## config.mk

```make
export PLATFORM = sky130hd
export DESIGN_NAME = nios_timer_sw_agent_mc
export DESIGN_NICKNAME = d
export VERILOG_FILES = /design/src/rtl/nios_timer_sw_agent_mc.sv
export SDC_FILE = /design/constraint.sdc
export NUM_CORES = 1
export LEC_CHECK = 0
export ABC_CLOCK_PERIOD_IN_PS = 10550
export BUFFER_PORTS_ARGS = -buffer_cell sky130_fd_sc_hd__buf_2
export CORE_AREA = 5 5 205 207
export DETAILED_ROUTE_END_ITERATION = 16
export DIE_AREA = 0 0 210 212
export SLEW_MARGIN = 0
export SYNTH_ARGS = -nofsm -noshare
export SYNTH_HDL_FRONTEND = slang
export SYNTH_SLANG_ARGS = --single-unit
```

## constraint.sdc

```tcl
create_clock -name clk -period 10.55 [get_ports clk]
set_clock_uncertainty 0.1 [all_clocks]
set_input_delay 1.055 -clock clk [delete_from_list [all_inputs] [get_ports clk]]
set_output_delay 1.055 -clock clk [all_outputs]
set_load 0.01 [all_outputs]
```

## src/rtl/nios_timer_sw_agent_mc.sv

```systemverilog
//------------------------------------------------------------------------------
// nios_timer_sw_agent_mc
//   Multi-channel machine-timer / software-interrupt agent for Nios V.
//   One shared 64-bit mtime, advanced by a programmable prescaler. CH_NUM
//   mtimecmp/msip channels drive per-channel timer and software IRQs.
//
// Parameters
//   CH_NUM      number of channels (1..15)
//   ADDR_W      Avalon word-address width (4+4*CH_NUM <= 2**ADDR_W)
//   PRESCALE_W  prescaler divisor width (1..16)
//
// Ports
//   clk                           system clock
//   reset_reset                   asynchronous active-high reset
//   timer_sw_agent_write          write strobe
//   timer_sw_agent_writedata      write data (32)
//   timer_sw_agent_byteenable     write byte lanes (4)
//   timer_sw_agent_address        word address (ADDR_W)
//   timer_sw_agent_read           read strobe
//   timer_sw_agent_readdata       read data, valid with readdatavalid, else 0
//   timer_sw_agent_readdatavalid  one-cycle read response pulse
//   timer_irq                     per-channel mtime >= mtimecmp (registered)
//   sw_irq                        per-channel msip bit
//
// Word map
//   0 MTIME_LO, 1 MTIME_HI, 2 CTRL (bit0 EN, DIV at bit 8 up), 3 reserved
//   4+4c CMP_LO, 5+4c CMP_HI, 6+4c MSIP (bit0), 7+4c reserved
//
// Build option
//   TIMER_SNAPSHOT_EN : a read of MTIME_LO latches mtime[63:32] into a shadow
//                       that MTIME_HI reads return, making LO-then-HI reads
//                       atomic. Undefined: MTIME_HI reads the live value.
//------------------------------------------------------------------------------
module nios_timer_sw_agent_mc #(
   parameter int CH_NUM     = 2,
   parameter int ADDR_W     = 6,
   parameter int PRESCALE_W = 8
) (
   input  logic              clk,
   input  logic              reset_reset,
   input  logic              timer_sw_agent_write,
   input  logic [31:0]       timer_sw_agent_writedata,
   input  logic [3:0]        timer_sw_agent_byteenable,
   input  logic [ADDR_W-1:0] timer_sw_agent_address,
   input  logic              timer_sw_agent_read,
   output logic [31:0]       timer_sw_agent_readdata,
   output logic              timer_sw_agent_readdatavalid,
   output logic [CH_NUM-1:0] timer_irq,
   output logic [CH_NUM-1:0] sw_irq
);

   // Byte-lane merge of a 32-bit register with write data.
   function automatic logic [31:0] merge32(input logic [31:0] old_v,
                                           input logic [31:0] wd,
                                           input logic [3:0]  be);
      logic [31:0] r;
      for (int b = 0; b < 4; b++)
         r[8*b +: 8] = be[b] ? wd[8*b +: 8] : old_v[8*b +: 8];
      return r;
   endfunction

   logic [63:0]           mtime;
   logic                  en;
   logic [PRESCALE_W-1:0] div;
   logic [PRESCALE_W-1:0] cnt;
   logic [63:0]           cmp [CH_NUM];
   logic [CH_NUM-1:0]     msip;
   logic [31:0]           rdata_p1;
   logic                  vld_p1;
`ifdef TIMER_SNAPSHOT_EN
   logic [31:0]           mtime_hi_shadow;
`endif

   logic                  wr_act;
   logic                  sel_mt_lo, sel_mt_hi, sel_ctrl;
   logic [CH_NUM-1:0]     sel_cmp_lo, sel_cmp_hi, sel_msip;
   logic                  tick;
   logic [63:0]           mtime_nxt;
   logic                  en_new;
   logic [PRESCALE_W-1:0] div_new;
   logic [31:0]           ctrl_rd;
   logic [31:0]           mtime_hi_rd;
   logic [31:0]           rd_mux;

   // A write with no byte lanes enabled is treated as no write at all.
   assign wr_act    = timer_sw_agent_write && (timer_sw_agent_byteenable != 4'b0000);
   assign sel_mt_lo = (timer_sw_agent_address == ADDR_W'(0));
   assign sel_mt_hi = (timer_sw_agent_address == ADDR_W'(1));
   assign sel_ctrl  = (timer_sw_agent_address == ADDR_W'(2));
   assign tick      = en && (cnt == div);

   always_comb begin
      for (int c = 0; c < CH_NUM; c++) begin
         sel_cmp_lo[c] = (timer_sw_agent_address == ADDR_W'(4 + 4*c));
         sel_cmp_hi[c] = (timer_sw_agent_address == ADDR_W'(5 + 4*c));
         sel_msip[c]   = (timer_sw_agent_address == ADDR_W'(6 + 4*c));
      end
   end

   // CTRL fields updated lane by lane; DIV starts at bit 8.
   always_comb begin
      en_new = timer_sw_agent_byteenable[0] ? timer_sw_agent_writedata[0] : en;
      for (int i = 0; i < PRESCALE_W; i++)
         div_new[i] = timer_sw_agent_byteenable[(8+i)/8] ? timer_sw_agent_writedata[8+i] : div[i];
   end

   // A software write to either half overrides the tick for that cycle; the
   // other half keeps its pre-edge value, so no carry crosses the halves.
   always_comb begin
      mtime_nxt = tick ? mtime + 64'd1 : mtime;
      if (wr_act && sel_mt_lo)
         mtime_nxt = {mtime[63:32],
                      merge32(mtime[31:0], timer_sw_agent_writedata, timer_sw_agent_byteenable)};
      if (wr_act && sel_mt_hi)
         mtime_nxt = {merge32(mtime[63:32], timer_sw_agent_writedata, timer_sw_agent_byteenable),
                      mtime[31:0]};
   end

   always_comb begin
      ctrl_rd                     = '0;
      ctrl_rd[0]                  = en;
      ctrl_rd[8 +: PRESCALE_W]    = div;
   end

`ifdef TIMER_SNAPSHOT_EN
   assign mtime_hi_rd = mtime_hi_shadow;
`else
   assign mtime_hi_rd = mtime[63:32];
`endif

   // Read data reflects pre-edge state; unmapped words read as zero.
   always_comb begin
      rd_mux = '0;
      if (sel_mt_lo) rd_mux = mtime[31:0];
      if (sel_mt_hi) rd_mux = mtime_hi_rd;
      if (sel_ctrl)  rd_mux = ctrl_rd;
      for (int c = 0; c < CH_NUM; c++) begin
         if (sel_cmp_lo[c]) rd_mux = cmp[c][31:0];
         if (sel_cmp_hi[c]) rd_mux = cmp[c][63:32];
         if (sel_msip[c])   rd_mux = {31'd0, msip[c]};
      end
   end

   always_ff @(posedge clk or posedge reset_reset) begin
      if (reset_reset) begin
         mtime     <= '0;
         en        <= 1'b1;
         div       <= '0;
         cnt       <= '0;
         for (int c = 0; c < CH_NUM; c++)
            cmp[c] <= 64'hFFFF_FFFF_FFFF_FFFF;
         msip      <= '0;
         timer_irq <= '0;
         rdata_p1  <= '0;
         vld_p1    <= 1'b0;
`ifdef TIMER_SNAPSHOT_EN
         mtime_hi_shadow <= '0;
`endif
      end else begin
         if (en)
            cnt <= (cnt == div) ? '0 : cnt + PRESCALE_W'(1);
         if (wr_act && sel_ctrl) begin
            en  <= en_new;
            div <= div_new;
            cnt <= '0;
         end
         mtime <= mtime_nxt;
         for (int c = 0; c < CH_NUM; c++) begin
            if (wr_act && sel_cmp_lo[c])
               cmp[c][31:0]  <= merge32(cmp[c][31:0], timer_sw_agent_writedata,
                                        timer_sw_agent_byteenable);
            if (wr_act && sel_cmp_hi[c])
               cmp[c][63:32] <= merge32(cmp[c][63:32], timer_sw_agent_writedata,
                                        timer_sw_agent_byteenable);
            if (wr_act && sel_msip[c] && timer_sw_agent_byteenable[0])
               msip[c] <= timer_sw_agent_writedata[0];
            // Compares current registers, so the IRQ lags the update by one cycle.
            timer_irq[c] <= (mtime >= cmp[c]);
         end
         // ---- read response stage p1 ----
         vld_p1   <= timer_sw_agent_read;
         rdata_p1 <= timer_sw_agent_read ? rd_mux : 32'd0;
`ifdef TIMER_SNAPSHOT_EN
         if (timer_sw_agent_read && sel_mt_lo)
            mtime_hi_shadow <= mtime[63:32];
`endif
      end
   end

   assign timer_sw_agent_readdata      = rdata_p1;
   assign timer_sw_agent_readdatavalid = vld_p1;
   assign sw_irq                       = msip;

endmodule
```

Yosys cells after proc, flatten, opt, wreduce, memory -nomap -nowiden:

Index checks and enable logic that the tools add are counted.

* output and inout bits: 37
* memories: 0
* bits of input ports: 46
* bits in writable memories: 0
* bits in read-only memories: 0
* register bits after elaboration: 246
* bits in latches: 0
* word-level logic and storage cells: 119

* eq/ne operators: 18
* $add $sub $neg: 2
* multipliers: 0
* divide/modulo/power cells: 0
* shift operators: 0
* bitwise logic cells: 1
* reductions and logical operators: 44
* muxes and demuxes: 20
* $lt $le $gt $ge: 2

Operators by type and width (count)
* $mux W32: 10
* $mux W64: 3
* $ge A64 B64 Y1: 2
* $add A64 B1 Y64 const B: 1
* $mux W8: 7
* $reduce_and A2 Y1: 18
* $reduce_and A3 Y1: 8
* $eq A6 B3 Y1 const B: 3
* $eq A6 B4 Y1 const B: 3
* $ne A2 B2 Y1 const B: 8
* $logic_and A1 B1 Y1: 13
* $add A8 B1 Y8 const B: 1
* $eq A8 B8 Y1: 1
* $eq A6 B1 Y1 const B: 1
* $eq A6 B2 Y1 const B: 1
* $logic_not A6 Y1: 1
* $reduce_bool A2 Y1: 3
* $reduce_bool A4 Y1: 1
* $ne A2 B1 Y1 const B: 1
* $not A1 Y1: 1

Depth between registers and ports, before layout:

Gate-level depths: netlist of run 1.

* depth in word-level cells: 11
* gate-level depth with buffers: 11
* mapped depth without buffers: 9

Least setup slack after synthesis of run 1:

Ideal clock, no wire load.

* path kind: input to register
* start: in timer_sw_agent_byteenable[1]
* end: reg mtime[63]
* required time: 10.381 ns
* setup slack: 7.583 ns
* data arrival time: 2.798 ns
* path buffers: 2
* library setup time: 0.069 ns
* stages: 8
* cells stage by stage: buf_2 -> o41a_1 -> and2_1 -> buf_6 -> nor2_8 -> a21oi_2 -> or4_1 -> nand3_1

* word-level cells in the longest chain between the ends: 5
* elaborated cells between the ends (all ways): 9
* those cells by class: 2 x eq/ne; 1 x mux; 6 x reduce/logical

Ends and longest elaborated chain
* from (decl): RTL line 43 `input logic [3:0] timer_sw_agent_byteenable,`
* $reduce_bool A4 Y1 *: RTL line 86 `assign wr_act = timer_sw_agent_write && (timer_sw_agent_byteenable != 4'b0000);`
* $logic_and A1 B1 Y1 *: RTL line 86
* $logic_and A1 B1 Y1 (on tied branches): RTL line 114, 111
* $ne A2 B2 Y1 (no source line), or another cell as far along
* $reduce_and A3 Y1 (no source line)
* to (signal assigned): RTL line 167 `mtime <= mtime_nxt;`
* to (decl): RTL line 62 `logic [63:0] mtime;`

Every way passes the cells marked *; elsewhere a longest branch is shown, timed or not.
A chain may end at the register's enable or synchronous reset.

Final worst setup path of run 1:

* start: in timer_sw_agent_address[0]
* end: reg mtime[36]

* word-level cells in the longest chain between the ends: 4
* elaborated cells between the ends (all ways): 9
* those cells by class: 3 x eq/ne; 1 x mux; 5 x reduce/logical

Ends and longest elaborated chain
* from (decl): RTL line 44 `input logic [ADDR_W-1:0] timer_sw_agent_address,`
* $eq A6 B1 Y1 or $logic_not A6 Y1 (tied branches): RTL line 88, 87
* $logic_and A1 B1 Y1 (on tied branches): RTL line 114, 111
* $ne A2 B1 Y1 (no source line), or another cell as far along
* $reduce_and A3 Y1 (no source line)

Several ways; a longest one is shown, not always the timed one.

==> out/qor.yml, run 1 <==
run_status:
  status: "completed"
power:
  power_frac_comb_pct: 13.7
  p_sw_share_pct: 28.15
  max-vdd-ir-drop_v: 0.0001143
  p_int_mw: 1.854
  clockPowerShare_pct: 42.5
  seqPwrFrac_pct: 43.7
  switching_power_mw: 0.7264
  p_leak_nw: 7.866
  power_mw: 2.581
  pwr_density_cell_nw_per_um2: 145.7
sta:
  fin_crit_sh_pct: 35.98
  slew_violations: 0
  rsz0062_at_grt: "no"
  worst_pin_slew_ns: 1.098
  fin_ws_ns: 6.754
  hold_viol: 0
  timing.slew.headroom_pct: 26.54
  fmax_ghz: 0.2634
  final.setup.tns_ns: 0
  setup_violations: 0
  period_minus_slack_ns: 3.796
grt:
  grt_max_degree: 121
  grt_first_pass_wirelength_um: 82080
  overflow: 0
  grt_pass1_vias: 13810
  grtUsageTotal_pct: 23.32
  antenna_found_initial: 2
min_path:
  hold_class: "flop to flop"
detailed_routing:
  drc: 0
  firstDrtPassIters: 5
  drt-initial-drc-count: 1359
  avgRoutedWirePerCell_um: 22.25
  via_per_inst: 5.960
  routed_wl_um: 52520
  vias: 14070
  ant_nets: 0
setup_path:
  critPathMaxFanout: 37
  cp-start-kind: "primary input"
  worst_ep_required_time_ns: 10.87
  crit_arrival_ns: 4.11
  crit_type: "primary input to flop"
  end_kind: "flop"
yosys:
  synthArstFlopShare_pct: 100.0
  ys_seq_area_share_pct: 39.91
  postSynthCellCount: 1763
  synth-seq-cells: 246
  synth_edf_count: 0
  syn-num-nets: 1939
  yosysWarnings: 0
  avgSynthCellArea_sq_um: 8.978
  synth.distinct_cells: 79
  synthFlopType: "dfstp_2"
  netlist_area_sq_um: 15830
placed_design:
  hpwl_um: 37320
  dp_slack_ns: 6.285
  gp_congestion: 0.9294
  placed_area_sq_um: 16660
  io_buffers: 82
clocking:
  postCtsHoldBufs: 0
  clock_latency_ns: 0.59
  cts_max_level: 1
  clock_sinks: 246
  cts_resized: 0
  clockBufferDepth: 3
  tritoncts: "done"
  cts_buffers: 30
  post_cts_buffers: 0
  clk_pin_slew_worst_paths_ns: 0.06
  cts_root_buffer: "clkbuf_16"
floorplanning:
  start_util_pct: 39.39
  io_pins: 83
  fp-row-count: 74
  die_x_um: 210
  dieArea_sq_um: 44520
  coreArea_sq_um: 40180
  die_h_um: 212
final_layout:
  drive_above_1_share_pct: 20.30
  area_growth_pct: 11.94
  final_nets: 1980
  postLayoutCellArea_sq_um: 17720
  diodes: 0
flow_run:
  maxCapViolations: 0
registers in the layout (all words and copies together), names as in the netlist:
name / flops
timer_irq: 2
mtime: 64
cmp: 128
sw_irq: 2
div: 8
en: 1
cnt: 8
timer_sw_agent_readdatavalid: 1
timer_sw_agent_readdata: 32
worst max-delay path, cell delays in order:
cell     delay (ns)
buf_2          0.63
and3_1         0.27
buf_4          0.36
and2_2         0.59
buf_4          0.43
a21oi_1        0.36
o21ai_0        0.25
o21ai_0        0.10
Yosys cell counts, drive strengths merged, types with 23 or more instances:
cell type	number	area share [%]
inv	144	3.4
buf	34	1.2
dfstp	129	21
mux2	83	6.1
ha	130	10
nand4	42	1.8
nor3	39	1.6
clkbuf	53	1.3
dfrtp	117	18
nand3	46	1.5
o22ai	26	1.0
a21oi	186	6.0
nand2	158	3.7
nor2	97	2.4
a222oi	23	1.5
o21ai	226	7.2
cells by family after synthesis:
family,share of synthesized area (%)
AOI/OAI and AO/OA,21.98
and+or+nand+nor,15.02
DFF,39.91
buffers and inverters,5.858
adders and majority gates,10.28
muxes,6.348
xor gates and xnor gates,0.6087
final timing paths:
| check | depth (start not counted) | startpoint | slack, ns | end |
|---|---|---|---|---|
| max in group asynchronous | 4 | reset_reset | 7.53 | mtime[51] |
| min | 2 | cmp[39] | 0.39 | cmp[39] |
| max | 8 | timer_sw_agent_address[0] | 6.75 | mtime[36] |
| min reg2reg | 2 | cmp[39] | 0.39 | cmp[39] |
| max reg2reg | 7 | mtime[51] | 7.06 | timer_irq[0] |
| min in group asynchronous | 2 | reset_reset | 0.55 | timer_sw_agent_readdata[19] |
routing by layer:
layer / up-vias / wire [um] / global-route usage, %
li1: 6522 / - / -
met1: 6893 / 22910 / 32.01
met2: 544 / 23910 / 37.29
met3: 103 / 3915 / 4.279
met4: 4 / 1757 / 8.168
met5: - / 27 / 0
stage by stage:
step / hold WS (ns) / cells / util, %
2_1_floorplan: 0.3657 / 1763 / -
3_3_place_gp: 0.3788 / 2304 / 41.45
3_5_place_dp: 0.3812 / 2304 / 41.45
4_1_cts: 0.3897 / 2360 / 44.09
5_1_grt: 0.4117 / 2360 / 44.09
6_report: 0.3894 / 2360 / 44.09
power groups by stage:
stage | Sequential (mW) | Combinational (mW) | Clock, mW
final | 1.13 | 0.355 | 1.10
after global routing | 1.14 | 0.404 | 1.16
after CTS | 1.13 | 0.356 | 1.12
after global placement | 1.14 | 0.344 | 0
after detailed placement | 1.14 | 0.354 | 0
after floorplan | 1.12 | 0.240 | 0
placed cells by master, fill, tap and decap left out, types with 9 or more instances in the layout:
| master | netlist | layout |
|---|---|---|
| o21ai_0 | 213 | 213 |
| a21oi_1 | 182 | 182 |
| nand2_1 | 158 | 158 |
| inv_1 | 144 | 143 |
| ha_1 | 130 | 130 |
| dfstp_2 | 129 | 129 |
| dfrtp_1 | 117 | 117 |
| nor2_1 | 96 | 96 |
| buf_2 | 24 | 82 |
| mux2_2 | 52 | 52 |
| nand3_1 | 43 | 43 |
| nand4_1 | 40 | 40 |
| clkbuf_16 | 0 | 31 |
| nor3_1 | 30 | 30 |
| o22ai_1 | 26 | 26 |
| a222oi_1 | 23 | 23 |
| mux2_1 | 23 | 23 |
| and3_1 | 19 | 19 |
| a21o_1 | 17 | 17 |
| nor4_1 | 18 | 16 |
| a31oi_1 | 16 | 16 |
| buf_4 | 2 | 14 |
| o21ai_1 | 12 | 12 |
| a22oi_1 | 12 | 12 |
| clkbuf_8 | 0 | 12 |
| xor2_1 | 9 | 9 |
layout make-up:
| type | instances | area (sq um) |
|---|---|---|
| Inverter | 144 | 548.0 |
| Sequential cell | 246 | 6317 |
| Fill cell | 3972 | 22470 |
| Timing Repair Buffer | 96 | 515.5 |
| Multi-Input combinational cell | 1286 | 8610 |
| Clock inverter | 9 | 106.4 |
| Clock buffer | 47 | 955.9 |
| Tap cell | 532 | 665.6 |
(Power assumes the default switching activity.)
==> inputs of run 2 (changes only) <==
--- a/config.mk
+++ b/config.mk
@@ -5,7 +5,7 @@
 export SDC_FILE = /design/constraint.sdc
 export NUM_CORES = 1
 export LEC_CHECK = 0
-export ABC_CLOCK_PERIOD_IN_PS = 10550
+export ABC_CLOCK_PERIOD_IN_PS = 3960
 export BUFFER_PORTS_ARGS = -buffer_cell sky130_fd_sc_hd__buf_2
 export CORE_AREA = 5 5 205 207
 export DETAILED_ROUTE_END_ITERATION = 16
==> constraint.sdc (replaced) <==
create_clock -name clk -period 3.96 [get_ports clk]
set_clock_uncertainty 0.1 [all_clocks]
set_input_delay 0.396 -clock clk [delete_from_list [all_inputs] [get_ports clk]]
set_output_delay 0.396 -clock clk [all_outputs]
set_load 0.01 [all_outputs]
==> run 2 against run 1 <==
Final area increased by 1.6%. Critical path depth fell by 1. Non-clock buffer count up 31. Power grew to 2.7 times the previous value. Worst setup slack worse by 5.8 ns. Routed wire length is 0.63% higher. Final cell count up 1.2%. Critical path type is now flop to flop. Largest power group unchanged.
==> out/qor.yml, run 2 (synthesis results as in run 1) <==
grt:
  met3_usage_pct: 3.674  # was 4.279%
  use_met1_pct: 32.28  # was 32.01%
  grt_max_degree: 135  # was 121
  use_met2_pct: 37.76  # was 37.29%
  antenna_found_initial: 2  # unchanged
  grtUsageTotal_pct: 23.39  # was 23.32%
  grt_pass1_vias: 13990  # was 13.81k
  overflow: 0  # unchanged
  grt_busiest_layer: "met2"  # unchanged
  grt_first_pass_wirelength_um: 82180  # was 82080 um
setup_path:
  crit_arrival_ns: 3.35  # was 4.11 ns
  reg2reg_depth: 7  # unchanged
  cp-start-kind: "flop"  # was primary input
  worst_ep_required_time_ns: 4.27  # was 10.87 ns
  end_kind: "flop"  # unchanged
  rr_endpoint: "mtime[36]"  # was timer_irq[0]
  crit_type: "flop to flop"  # was primary input to flop
  critPathMaxFanout: 8  # was 37
  timing.rr.start: "mtime[11]"  # was mtime[51]
  reg2reg_slack_ns: 0.92  # was 7.06 ns
min_path:
  hp-start: "timer_sw_agent_writedata[6]"  # was cmp[39]
  min_to: "cmp[70]"  # was cmp[39]
  worstHoldPathCells: 3  # was 2
  hold_class: "primary input to flop"  # was flop to flop
clocking:
  postCtsHoldBufs: 5  # was 0
  clk_pin_slew_worst_paths_ns: 0.06  # about the same
  cts_root_buffer: "clkbuf_16"  # unchanged
  clock_latency_ns: 0.58  # was 0.59 ns
  clockBufferDepth: 3  # unchanged
  cts_buffers: 30  # unchanged
  cts_max_level: 1  # unchanged
  tritoncts: "done"  # unchanged
  post_cts_buffers: 0  # unchanged
  clock_sinks: 246  # unchanged
  cts_resized: 0  # unchanged
sta:
  final.setup.tns_ns: 0  # unchanged
  hold_viol: 0  # unchanged
  slew_violations: 0  # unchanged
  period_minus_slack_ns: 3.039
  fin_crit_sh_pct: 76.75
  timing.slew.headroom_pct: 11.24  # was 26.54%
  setup_violations: 0  # unchanged
  rsz0062_at_grt: "no"  # unchanged
  fmax_ghz: 0.3290
  worst_pin_slew_ns: 1.331  # was 1.098 ns
  whs_ns: 0.01847  # was 0.3894 ns
final_layout:
  final_common_cell: "o21ai_0"  # unchanged
  largest_register_ffs: 128  # unchanged
  final_nets: 2011  # was 1980
  postLayoutCellArea_sq_um: 18000  # was 17720 sq um
  mostFrequentLayoutCells: "o21ai_0, a21oi_1, nand2_1"  # unchanged
  area_growth_pct: 13.73  # was 11.94%
  largest-register: "cmp"  # unchanged
  diodes: 0  # unchanged
  num-fill-cells: 3914  # was 3972
  drive_above_1_share_pct: 20.95  # was 20.30%
  stdcell_count: 2389  # was 2360
detailed_routing:
  vias: 14230  # was 14.07k
  routed_wl_um: 52850  # was 52520 um
  via_per_inst: 5.956  # was 5.960
  ant_nets: 0  # unchanged
  firstDrtPassIters: 7  # was 5
  avgRoutedWirePerCell_um: 22.12  # was 22.25 um
  drt-initial-drc-count: 1496  # was 1359
  drc: 0  # unchanged
placed_design:
  placed_cells: 2330  # was 2304
  io_buffers: 82  # unchanged
  hpwl_um: 38310  # was 37320 um
  gp_congestion: 0.9524  # was 0.9294
  placed_area_sq_um: 16890  # was 16660 sq um
power:
  max-vdd-ir-drop_v: 0.0002779  # was 0.0001143 V
  pwr_density_cell_nw_per_um2: 384.4  # was 145.7 nW/um^2
  p_leak_nw: 8.026  # was 7.866 nW
floorplanning:
  start_util_pct: 39.39  # unchanged
  die_x_um: 210  # unchanged
  io_pins: 83  # unchanged
  die_h_um: 212  # unchanged
  coreArea_sq_um: 40180  # unchanged
  dieArea_sq_um: 44520  # unchanged
  fp-row-count: 74  # unchanged
flow_run:
  maxCapViolations: 0  # unchanged
run_status:
  status: "completed"  # unchanged
## run 2: metal layers
layer	vias up	share of wire, %
met5	-	0.034
met1	6944	43
met2	575	46
met4	4	3.9
li1	6586	-
met3	119	7.2
## run 2: area by class of cell
cell class / count / area (sq um) / area share [%]
timing repair buffer: 127 / 810.8 / 4.504
sequential: 246 / 6317 / 35.09
inverter: 144 / 544.3 / 3.024
tap: 532 / 665.6 / 3.698
multi-input combinational: 1286 / 8603 / 47.79
clock buffer: 46 / 892.1 / 4.956
clock inverter: 8 / 167.7 / 0.9314
## run 2: worst max-delay path by stage
stage                                       startpoint                           to  slack, ns  depth (start not counted)
after floorplan                            reset_reset                       cnt[0]       0.34                          1
after global placement       timer_sw_agent_address[0]  timer_sw_agent_readdata[27]       0.95                          8
after detailed placement  timer_sw_agent_byteenable[1]                    mtime[53]       0.86                          7
after CTS                                     mtime[8]                    mtime[53]       1.01                          7
after global routing                          mtime[1]                    mtime[54]       0.69                          8
final                                        mtime[11]                    mtime[36]       0.92                          7
## run 2: where the power goes
part	internal (mW)	switching [mW]	total, mW
Clock	1.86	1.10	2.96
Combinational	0.358	0.602	0.960
Sequential	2.82	0.184	3.00
## run 2: worst max-delay path, cell delays in order (launching register included)
cell	delay (ns)
dfrtp_1	0.56
nand3_1	0.23
nor2_1	0.49
nand4_1	0.50
nor2_1	0.55
a41oi_1	0.17
o21ai_0	0.17
o21ai_0	0.10
## run 2: stage by stage
stage          setup slack [ns]  power, mW  utilization (%)
2_1_floorplan            0.3376      3.622                -
3_3_place_gp             0.9508      3.959            42.04
3_5_place_dp             0.8553      3.990            42.04
4_1_cts                   1.010      6.976            44.80
5_1_grt                  0.6922      7.232            44.80
6_report                 0.9205      6.919            44.80
==> inputs of run 3 (changes only) <==
--- a/config.mk
+++ b/config.mk
@@ -5,11 +5,12 @@
 export SDC_FILE = /design/constraint.sdc
 export NUM_CORES = 1
 export LEC_CHECK = 0
-export ABC_CLOCK_PERIOD_IN_PS = 3960
+export ABC_AREA = 1
+export ABC_CLOCK_PERIOD_IN_PS = 2510
 export BUFFER_PORTS_ARGS = -buffer_cell sky130_fd_sc_hd__buf_2
-export CORE_AREA = 5 5 205 207
+export CORE_AREA = 5 5 211 213
 export DETAILED_ROUTE_END_ITERATION = 16
-export DIE_AREA = 0 0 210 212
+export DIE_AREA = 0 0 216 218
 export SLEW_MARGIN = 0
 export SYNTH_ARGS = -nofsm -noshare
 export SYNTH_HDL_FRONTEND = slang
==> constraint.sdc (replaced) <==
create_clock -name clk -period 2.51 [get_ports clk]
set_clock_uncertainty 0.1 [all_clocks]
set_input_delay 0.251 -clock clk [delete_from_list [all_inputs] [get_ports clk]]
set_output_delay 0.251 -clock clk [all_outputs]
set_load 0.01 [all_outputs]
==> run 3 against run 2 <==
Sequential share of layout area decreased by 3.1 points. Count of clock-buffer cells in the layout is 8 higher. Via count increased by 17%. Final area up 9.5%. Non-clock buffer count is 73 higher. Critical path type unchanged. Largest power group is now clock. Highest routed layer is now met4.
==> out/qor.yml, run 3 <==
setup_path:
  crit_cells: 10  # was 7
  cp_slowest_cell: "dfrtp_1"  # unchanged
  crit_arrival_ns: 2.73  # was 3.35 ns
  max_stage_delay_ns: 0.53  # was 0.56 ns
  critPathMaxFanout: 7  # was 8
  reg2reg_slack_ns: 0.15  # was 0.92 ns
  worst_ep_required_time_ns: 2.88  # was 4.27 ns
  rr_endpoint: "mtime[37]"  # was mtime[36]
  crit_type: "flop to flop"  # unchanged
  reg2reg_depth: 10  # was 7
  crit_top_cell: "nand2_1"
  critPathBufInv: 0  # unchanged
  timing.rr.start: "mtime[19]"  # was mtime[11]
  end_kind: "flop"  # unchanged
  startpoint: "mtime[19]"  # was mtime[11]
  cp-start-kind: "flop"  # unchanged
  cpLargestDelayFamily: "simple AND/OR/NAND/NOR gates"  # unchanged
  path_cells: "nand2_1 > nor2_1 > nand2_1 > nor2_1 > nand2_1 > o21ai_0 > nand3_1 > nand2_1 > nand2_1 > nand2_1"  # was nand3_1 > nor2_1 > nand4_1 > nor2_1 > a41oi_1 > o21ai_0 > o21ai_0
clocking:
  clk_pin_slew_worst_paths_ns: 0.06  # about the same
  cts_root_buffer: "clkbuf_16"  # unchanged
  tritoncts: "done"  # unchanged
  clockBufferDepth: 3  # unchanged
  clock_latency_ns: 0.55  # was 0.58 ns
  clock_sinks: 246  # unchanged
  cts_buffers: 34  # was 30
  post_cts_buffers: 0  # unchanged
  cts_max_level: 2  # was 1
flow_run:
  maxCapViolations: 0  # unchanged
detailed_routing:
  drt-initial-drc-count: 1510  # was 1496
  firstDrtPassIters: 8  # was 7
  drc: 0  # unchanged
  vias: 16640  # was 14.23k
  routed_wl_um: 63510  # was 52850 um
  ant_nets: 0  # unchanged
  via_per_inst: 5.385  # was 5.956
  avgRoutedWirePerCell_um: 20.55  # was 22.12 um
sta:
  hold_viol: 0  # unchanged
  fmax_ghz: 0.4240  # was 0.3290 GHz
  worst_pin_slew_ns: 0.7621  # was 1.331 ns
  fin_ws_ns: 0.1517  # was 0.9205 ns
  setup_violations: 0  # unchanged
  timing.slew.headroom_pct: 49.14  # was 11.24%
  rsz0062_at_grt: "no"  # unchanged
  slew_violations: 0  # unchanged
  period_minus_slack_ns: 2.358  # was 3.039 ns
  fin_crit_sh_pct: 93.96  # was 76.75%
run_status:
  status: "completed"  # unchanged
yosys:
  synth_commonest_cells: "nand2_1, inv_1, nor2_1"  # was o21ai_0, a21oi_1, nand2_1
  synth.distinct_cells: 40  # was 79
  yosysWarnings: 0  # unchanged
  syn-num-nets: 2518  # was 1939
  synth_edf_count: 0  # unchanged
  ys_seq_area_share_pct: 37.84  # was 39.91%
  synthArstFlopShare_pct: 100.0  # unchanged
  netlist.area_leader.share_pct: 20.30  # was 21.42%
  synth_top_cell_by_area: "dfstp_2"  # unchanged
  netlist_area_sq_um: 16700  # was 15830 sq um
  postSynthCellCount: 2342  # was 1763
  synth-seq-cells: 246  # unchanged
  synthFlopType: "dfstp_2"  # unchanged
  synthTopCellsByArea: "dfstp_2, dfrtp_1, nand2_1"  # was dfstp_2, dfrtp_1, ha_1
  yosysMostFrequentCell: "nand2_1"  # was o21ai_0
  avgSynthCellArea_sq_um: 7.129  # was 8.978 sq um
grt:
  grtUsageTotal_pct: 26.63  # was 23.39%
  antenna_found_initial: 0  # was 2
  grt_max_degree: 79  # was 135
  grt_first_pass_wirelength_um: 96790  # was 82180 um
  overflow: 0  # unchanged
  grt_pass1_vias: 16050  # was 13.99k
power:
  max-vdd-ir-drop_v: 0.0005472  # was 0.0002779 V
  switching_power_mw: 3.757  # was 1.885 mW
  p_leak_nw: 9.142  # was 8.026 nW
  clockPowerShare_pct: 41.1  # was 42.7%
  p_int_mw: 8.415  # was 5.034 mW
  seqPwrFrac_pct: 39.8  # was 43.4%
  power_frac_comb_pct: 19.1  # was 13.9%
  p_sw_share_pct: 30.86  # was 27.24%
  pwr_density_cell_nw_per_um2: 617.4  # was 384.4 nW/um^2
min_path:
  hp-start: "timer_sw_agent_writedata[24]"  # was timer_sw_agent_writedata[6]
  hold_class: "primary input to flop"  # unchanged
  min_to: "cmp[56]"  # was cmp[70]
  worstHoldPathCells: 3  # unchanged
placed_design:
  placed_area_sq_um: 18330  # was 16890 sq um
  io_buffers: 82  # unchanged
  dp_slack_ns: 0.1251  # was 0.8553 ns
  hpwl_um: 48790  # was 38310 um
  gp_congestion: 1.002  # was 0.9524
final_layout:
  area_growth_pct: 18.09  # was 13.73%
  final_common_cell: "nand2_1"  # was o21ai_0
  final_nets: 2694  # was 2011
  num-fill-cells: 4353  # was 3914
  seqCellArea_sq_um: 6317  # unchanged
  multi_input_area_sq_um: 8916  # was 8603 sq um
  largest-register: "cmp"  # unchanged
  drive_above_1_share_pct: 15.72  # was 20.95%
  largest_register_ffs: 128  # unchanged
  postLayoutCellArea_sq_um: 19720  # was 18000 sq um
  mostFrequentLayoutCells: "nand2_1, inv_1, o21ai_0"  # was o21ai_0, a21oi_1, nand2_1
  diodes: 0  # unchanged
floorplanning:
  fp-row-count: 76  # was 74
  coreArea_sq_um: 42510  # was 40180 sq um
  die_x_um: 216  # was 210 um
  die_h_um: 218  # was 212 um
  io_pins: 83  # unchanged
  dieArea_sq_um: 47090  # was 44520 sq um
  start_util_pct: 39.28  # was 39.39%
-- run 3: area by class of cell --
class                           count  area share (%)
Clock buffer                       54           5.375
Clock inverter                      8          0.4759
Inverter                          324           6.187
Multi-Input combinational cell   1712           45.22
Sequential cell                   246           32.04
Tap cell                          546           3.465
Timing Repair Buffer              200           7.234
-- run 3: worst min-delay path, delay by kind of cell --
family	cells	cell delay [ns]
compound gates	1	0.19
buf+inv	2	0.18
-- run 3: what timing repair did --
| action | in CTS | in global routing |
|---|---|---|
| endpoints found under the hold margin | 116 | 0 |
| gates resized for setup | 0 | 5 |
| setup endpoints to repair | 0 | 9 |
| hold buffers | 22 | 0 |
-- run 3: worst max path at each step --
stage,endpoint
after global placement,timer_sw_agent_readdata[9]
final,mtime[37]
after CTS,mtime[63]
after detailed placement,timer_sw_agent_readdata[9]
after floorplan,cnt[0]
after global routing,mtime[16]
-- run 3: metrics by stage --
step	cells	total power, mW	hold slack (ns)	setup TNS [ns]	utilization [%]
after floorplan	2342	6.175	0.1824	-132.58	-
after global placement	3006	7.103	0.1809	0	43.12
after detailed placement	3006	7.172	0.1856	0	43.12
after CTS	3090	12.26	0.005249	0	46.35
after global routing	3090	12.79	0.03193	0	46.39
final	3090	12.17	0.03187	0	46.39
-- run 3: cells by family (layout without fill, tap and decap cells) --
| family | Yosys count | count (layout) | share of synthesized area (%) |
|---|---|---|---|
| buf+inv | 384 | 586 | 8.895 |
| fa+ha+maj | 130 | 130 | 9.742 |
| compound gates | 510 | 510 | 16.39 |
| simple gates | 1038 | 1038 | 25.35 |
| xor+xnor | 34 | 34 | 1.784 |
| flops | 246 | 246 | 37.84 |
-- run 3: layer usage --
layer | GRT usage, % | routed length, um | part of all wire, % | up-vias
li1 | - | - | - | 7989
met1 | 36.09 | 28050 | 44 | 7932
met2 | 43.67 | 28870 | 45 | 598
met3 | 4.137 | 4094 | 6.4 | 120
met4 | 9.180 | 2493 | 3.9 | 0
met5 | 0 | 0 | 0 | -
-- run 3: power groups by stage --
stage	Sequential, mW	Clock [mW]	Combinational [mW]
global placement	4.89	0	2.21
floorplan	4.77	0	1.40
CTS	4.84	5.10	2.32
detailed placement	4.90	0	2.27
finish	4.84	5.01	2.32
global route	4.89	5.26	2.64
